--- src/rtl/i2c_seq_if.sv ---
// Command bus between the table sequencer and a single i2c_master core.
// The master modport is the sequencer side; the slave modport is the core side.
interface i2c_seq_if;
  logic [7:0] data_in;
  logic       ack_in;
  logic [1:0] cmd;
  logic       stb;
  logic [7:0] data_out;
  logic       ack_out;
  logic       ready;

  modport master (
    output data_in, ack_in, cmd, stb,
    input  data_out, ack_out, ready
  );

  modport slave (
    input  data_in, ack_in, cmd, stb,
    output data_out, ack_out, ready
  );
endinterface

--- src/rtl/i2c_seq.sv ---
// Table-driven sequencer for one i2c_master: walks a command ROM and issues START/STOP/WRITE/READ/DELAY.
// state      | meaning
// IDLE       | waiting for go, rdy=1
// FETCH      | ROM read latency cycle
// DECODE     | entry on rom_data, command fields latched
// ISSUE      | waiting for master ready, then one-cycle stb
// WAIT       | master busy; exits on ready (first cycle ignored)
// DELAY      | down-counter running
// ABORT      | STOP strobe after a NAK
// ABORT_WAIT | waiting for the STOP to finish
// DONE       | one-cycle done pulse
module i2c_seq #(
  parameter int AW          = 8,
  parameter int DELAY_SHIFT = 8,
  parameter bit NAK_ABORT   = 1'b1
) (
  input  logic          clk,
  input  logic          rst_n,
  input  logic          go,
  input  logic [AW-1:0] start_addr,
  output logic          rdy,
  output logic          done,
  output logic          err,
  output logic [7:0]    rd_data,
  output logic          rd_valid,
  output logic [AW-1:0] rom_addr,
  input  logic [11:0]   rom_data,
  i2c_seq_if.master     i2c
);

  localparam int CW = 8 + DELAY_SHIFT;

  localparam logic [3:0] OP_START = 4'd1;
  localparam logic [3:0] OP_STOP  = 4'd2;
  localparam logic [3:0] OP_WRITE = 4'd3;
  localparam logic [3:0] OP_READ  = 4'd4;
  localparam logic [3:0] OP_DELAY = 4'd5;

  localparam logic [1:0] CMD_START = 2'b00;
  localparam logic [1:0] CMD_STOP  = 2'b01;
  localparam logic [1:0] CMD_WRITE = 2'b10;
  localparam logic [1:0] CMD_READ  = 2'b11;

  typedef enum logic [3:0] {
    S_IDLE,
    S_FETCH,
    S_DECODE,
    S_ISSUE,
    S_WAIT,
    S_DELAY,
    S_ABORT,
    S_ABORT_WAIT,
    S_DONE
  } state_t;

  state_t        state, state_nx;
  logic [CW-1:0] dly_cnt;
  logic          wait_armed;
  logic          ack_seen;
  logic          nak_hit;
  logic          dly_tc;
  logic          master_op;
  logic          stb_c;
  logic [3:0]    op;
  logic [7:0]    arg;

  assign op        = rom_data[11:8];
  assign arg       = rom_data[7:0];
  assign master_op = (op == OP_START) || (op == OP_STOP) || (op == OP_WRITE) || (op == OP_READ);
  assign ack_seen  = wait_armed & i2c.ready;
  assign nak_hit   = (i2c.cmd == CMD_WRITE) & i2c.ack_out;
  // A zero load exits after one cycle, same as a load of one.
  assign dly_tc    = (dly_cnt <= CW'(1));

  always_ff @(posedge clk or negedge rst_n) begin
    if (!rst_n) state <= S_IDLE;
    else        state <= state_nx;
  end

  always_comb begin
    state_nx = state;
    stb_c    = 1'b0;
    case (state)
      S_IDLE:   if (go) state_nx = S_FETCH;
      S_FETCH:  state_nx = S_DECODE;
      S_DECODE: begin
        if (master_op)            state_nx = S_ISSUE;
        else if (op == OP_DELAY)  state_nx = S_DELAY;
        else                      state_nx = S_DONE;
      end
      S_ISSUE: begin
        if (i2c.ready) begin
          stb_c    = 1'b1;
          state_nx = S_WAIT;
        end
      end
      S_WAIT: begin
        if (ack_seen) state_nx = (nak_hit && NAK_ABORT) ? S_ABORT : S_FETCH;
      end
      S_DELAY:  if (dly_tc) state_nx = S_FETCH;
      S_ABORT: begin
        if (i2c.ready) begin
          stb_c    = 1'b1;
          state_nx = S_ABORT_WAIT;
        end
      end
      S_ABORT_WAIT: if (ack_seen) state_nx = S_DONE;
      S_DONE:   state_nx = S_IDLE;
      default:  state_nx = S_IDLE;
    endcase
  end

  assign i2c.stb = stb_c;
  assign rdy     = (state == S_IDLE);
  assign done    = (state == S_DONE);

  always_ff @(posedge clk or negedge rst_n) begin
    if (!rst_n) begin
      rom_addr    <= '0;
      err         <= 1'b0;
      rd_data     <= 8'h00;
      rd_valid    <= 1'b0;
      i2c.cmd     <= CMD_START;
      i2c.data_in <= 8'h00;
      i2c.ack_in  <= 1'b0;
      dly_cnt     <= '0;
      wait_armed  <= 1'b0;
    end else begin
      rd_valid   <= 1'b0;
      // Ready is only trusted from the second wait cycle on.
      wait_armed <= (state == S_WAIT) || (state == S_ABORT_WAIT);
      case (state)
        S_IDLE: begin
          if (go) begin
            rom_addr <= start_addr;
            err      <= 1'b0;
          end
        end
        S_DECODE: begin
          if (master_op) begin
            i2c.cmd     <= op[1:0] - 2'd1;
            i2c.data_in <= (op == OP_WRITE) ? arg : 8'h00;
            i2c.ack_in  <= (op == OP_READ) ? arg[0] : 1'b0;
          end
          dly_cnt <= CW'(arg) << DELAY_SHIFT;
        end
        S_WAIT: begin
          if (ack_seen) begin
            if (i2c.cmd == CMD_READ) begin
              rd_data  <= i2c.data_out;
              rd_valid <= 1'b1;
            end
            if (nak_hit) err <= 1'b1;
            if (nak_hit && NAK_ABORT) i2c.cmd  <= CMD_STOP;
            else                      rom_addr <= rom_addr + AW'(1);
          end
        end
        S_DELAY: begin
          if (dly_tc) rom_addr <= rom_addr + AW'(1);
          else        dly_cnt  <= dly_cnt - CW'(1);
        end
        default: ;
      endcase
    end
  end

endmodule
--- src/flat_wrapper.sv ---
// flat-port wrapper written by rule: the top's interface ports become plain ports
module i2c_seq_flat 
#(
  parameter int AW          = 8,
  parameter int DELAY_SHIFT = 8,
  parameter bit NAK_ABORT   = 1'b1
)
  (clk, rst_n, go, start_addr, rdy, done, err, rd_data, rd_valid, rom_addr, rom_data, i2c_data_in, i2c_ack_in, i2c_cmd, i2c_stb, i2c_data_out, i2c_ack_out, i2c_ready);
  i2c_seq_if i2c_i ();
  input  logic clk;
  input  logic rst_n;
  input  logic go;
  input  logic [AW-1:0] start_addr;
  output logic rdy;
  output logic done;
  output logic err;
  output logic [7:0] rd_data;
  output logic rd_valid;
  output logic [AW-1:0] rom_addr;
  input  logic [11:0] rom_data;
  output wire logic [$bits(i2c_i.data_in)-1:0] i2c_data_in;
  output wire logic [$bits(i2c_i.ack_in)-1:0] i2c_ack_in;
  output wire logic [$bits(i2c_i.cmd)-1:0] i2c_cmd;
  output wire logic [$bits(i2c_i.stb)-1:0] i2c_stb;
  input wire logic [$bits(i2c_i.data_out)-1:0] i2c_data_out;
  input wire logic [$bits(i2c_i.ack_out)-1:0] i2c_ack_out;
  input wire logic [$bits(i2c_i.ready)-1:0] i2c_ready;
  assign i2c_data_in = i2c_i.data_in;
  assign i2c_ack_in = i2c_i.ack_in;
  assign i2c_cmd = i2c_i.cmd;
  assign i2c_stb = i2c_i.stb;
  assign i2c_i.data_out = i2c_data_out;
  assign i2c_i.ack_out = i2c_ack_out;
  assign i2c_i.ready = i2c_ready;
  i2c_seq #(.AW(AW), .DELAY_SHIFT(DELAY_SHIFT), .NAK_ABORT(NAK_ABORT)) u_core (.clk(clk), .rst_n(rst_n), .go(go), .start_addr(start_addr), .rdy(rdy), .done(done), .err(err), .rd_data(rd_data), .rd_valid(rd_valid), .rom_addr(rom_addr), .rom_data(rom_data), .i2c(i2c_i));
endmodule
--- config.mk ---
export PLATFORM = sky130hd
export DESIGN_NAME = i2c_seq_flat
export DESIGN_NICKNAME = d
export VERILOG_FILES = /design/src/rtl/i2c_seq_if.sv /design/src/rtl/i2c_seq.sv /design/src/flat_wrapper.sv
export SDC_FILE = /design/constraint.sdc
export NUM_CORES = 1
export LEC_CHECK = 0
export CAP_MARGIN = 40
export CORE_ASPECT_RATIO = 1.75
export CORE_MARGIN = 2
export CORE_UTILIZATION = 50
export DETAILED_ROUTE_END_ITERATION = 16
export PLACE_DENSITY = 0.8
export SLEW_MARGIN = 5
export SYNTH_ARGS = -nofsm -noshare
export SYNTH_HDL_FRONTEND = slang
export SYNTH_SLANG_ARGS = --single-unit
--- constraint.sdc ---
create_clock -name clk -period 2.9 [get_ports clk]
set_clock_uncertainty 0.05 [all_clocks]
set_input_delay 0.29 -clock clk [delete_from_list [all_inputs] [get_ports clk]]
set_output_delay 0.29 -clock clk [all_outputs]
set_load 0.005 [all_outputs]
==> out/results.ini <==
[outcome]
outcome = finished, final reports clean

[critical_path]
path_class = register to register
crit_required_ps = 3020
startpoint_type = register
worstPathArrival_ps = 2730
cp-end-kind = register
critPathMaxFanout = 21

[route]
ant_nets = 0
detail_route.wl_per_cell_um = 15.72
viasPerCell = 5.891
wl_um = 6634
drtPass1Iterations = 4
via_count = 2486
drc = 0
drtIter0Drc = 98

[place]
numPortBuffers = 64
dp_hpwl_um = 4922
routabilityCongestion = 0.8776

[clock_tree]
cts_tree = yes
cts_root_buf = clkbuf_8
cts_resized = 0
clock_latency_ps = 290
h-tree-depth = 2
cts_buffer_depth = 2
cts_made_buffers = 5
clk_pin_slew_worst_paths_ps = 80
cts.sinks = 50

[synthesis]
syn_area_sq_mm = 0.002775
synth_top_area_cell = dfrtp_1
synth-seq-cells = 50
synth_top_area_frac = 0.4509
netlist_instances = 287
synth_nets = 327
ys_types = 54
ys_async_sr_fraction = 1.000
synthFlopType = dfrtp_1
seq_area_frac_synth = 0.4509
synth-edff-count = 0
netlist_top_cells_area = dfrtp_1, a21oi_1, o21ai_0
yosysWarningCount = 0
synth_area_per_cell_sq_um = 9.670

[grt]
met3_usage = 0.03513
grt.busiest_layer = met2
grt_pass1_wl_um = 10850
grtUsageMet2 = 0.4097
grt_use_total = 0.2264
grtUsageMet1 = 0.2584
grt_max_degree = 31
overflow = 0
grt_pass1_vias = 2407
antenna_found_initial = 0

[floorplanning]
ios = 65
initial_core_util = 0.5237
dieWidth_um = 60.32
core_sq_mm = 0.005299
rows = 35
die_h_um = 102.6
die_area_sq_mm = 0.006186

[timing]
setup-violations-final = 0
finalHoldViolations = 0
rsz0062_at_grt = no
slew_headroom = 0.5861
period_share = 0.8978
fmax_mhz = 384.1
slew_viol_final = 0
worstMarginPinSlew_ps = 620.8
hold_slack_ps = 425.9
fin_setup_tns_ps = 0
fin_crit_ps = 2604

[final_layout]
most-common-layout-cells = clkdlybuf4s50_1, dfrtp_1, a21oi_1
syn_to_final_growth_pct = 29.35
fillCellCount = 442
final-seq-area_sq_mm = 0.001251
multi_input_area_sq_mm = 0.001423
nets = 389
drive_above_1_share = 0.1121
diodes = 0
layout_commonest_cell = clkdlybuf4s50_1

[power_and_ir_drop]
p_leak_nw = 1.470
p_seq_frac = 0.395
p_int_mw = 1.902
switchingPower_mw = 1.221
switching_share = 0.3909
powerDensity_mw_per_mm2 = 869.8
pwr-share-clk = 0.126
p_comb_frac = 0.479
vdd_ir_drop_max_uv = 645.8
power_mw = 3.122

[worst_hold_path]
hold_path_class = primary input to async pin

[run]
cap_violations = 0

## power groups by stage
| stage | Sequential [mW] | Clock, mW | Combinational (mW) |
|---|---|---|---|
| after detailed placement | 1.24 | 0 | 1.49 |
| after global routing | 1.27 | 0.427 | 1.65 |
| final | 1.23 | 0.395 | 1.49 |
| after floorplan | 1.16 | 0 | 0.958 |
| after global placement | 1.23 | 0 | 1.44 |
| after CTS | 1.23 | 0.404 | 1.50 |
## registers in the layout, summed over array words and instances (netlist names)
name	count
u_core.i2c.data_in	8
u_core.dly_cnt	16
u_core.rd_data	8
u_core.err	1
u_core.state	4
u_core.rom_addr	8
u_core.i2c.ack_in	1
u_core.wait_armed	1
u_core.i2c.cmd	2
u_core.rd_valid	1
## cells in the mapped netlist, types with 4 or more instances
cell type,n
ha_1,7
o21ai_0,18
nand2b_1,5
clkbuf_1,12
nor2_1,18
nand2_1,18
inv_1,6
a21oi_1,22
or3_1,4
dfrtp_1,50
mux2i_1,4
or2_2,4
o31ai_1,6
o211ai_1,4
o22ai_1,5
nor3_1,9
a31oi_1,9
nand3_1,12
a22o_1,8
mux2_2,8
nor4_1,6
## per-layer routing
layer | up-vias | routed length [um]
li1 | 1205 | -
met1 | 1195 | 2567
met2 | 71 | 3657
met3 | 15 | 244
met4 | 0 | 164
met5 | - | 0
## cells by family after synthesis
family                   synth area share
XOR/XNOR                         0.003157
AND/OR/NAND/NOR                    0.2110
AO/OA/AOI/OAI                      0.2038
buffers and inverters             0.04057
multiplexers                      0.05906
flip-flops                         0.4509
adder cells (fa/ha/maj)           0.03156
## through the flow
stage | cells | utilization | setup WS [ps] | cell area (sq um)
6_report | 422 | 0.6775 | 296.4 | 3590
5_1_grt | 422 | 0.6775 | 173.1 | 3590
4_1_cts | 422 | 0.6775 | 316.4 | 3590
3_5_place_dp | 415 | 0.6600 | 346.3 | 3497
3_3_place_gp | 414 | 0.6562 | 409.5 | 3477
2_1_floorplan | 287 | - | 660.6 | 2775
## layout make-up
class,count,share of cell area
clock buffer,6,0.02300
inverter,6,0.006274
multi-input combinational,213,0.3963
sequential,50,0.3486
tap,74,0.02579
timing repair buffer,73,0.2001
## worst max-delay path, cell delays in order, from the launching register on
cell and delay (ps):
dfrtp_1 410, or4_1 630, or4_4 470, o21ai_4 340, buf_4 320, a21oi_1 110, a2bb2oi_1 160
## what timing repair did
item,CTS,global route
hold endpoints to repair,20,0
buffers inserted,0,0
hold buffers,1,0
## worst paths after layout
| check | from | end | slack (ps) | cells after the start |
|---|---|---|---|---|
| min in group clk | u_core.dly_cnt[7] | u_core.dly_cnt[7] | 450 | 1 |
| worst max-delay path | u_core.dly_cnt[6] | u_core.dly_cnt[11] | 300 | 6 |
| worst min-delay path | rst_n | u_core.dly_cnt[5] | 430 | 2 |
| worst max register to register | u_core.dly_cnt[6] | u_core.dly_cnt[11] | 300 | 6 |
| max in group asynchronous | rst_n | u_core.wait_armed | 1860 | 3 |
| worst min register to register | u_core.dly_cnt[7] | u_core.dly_cnt[7] | 450 | 1 |
Power figures use the tool's default switching activity.
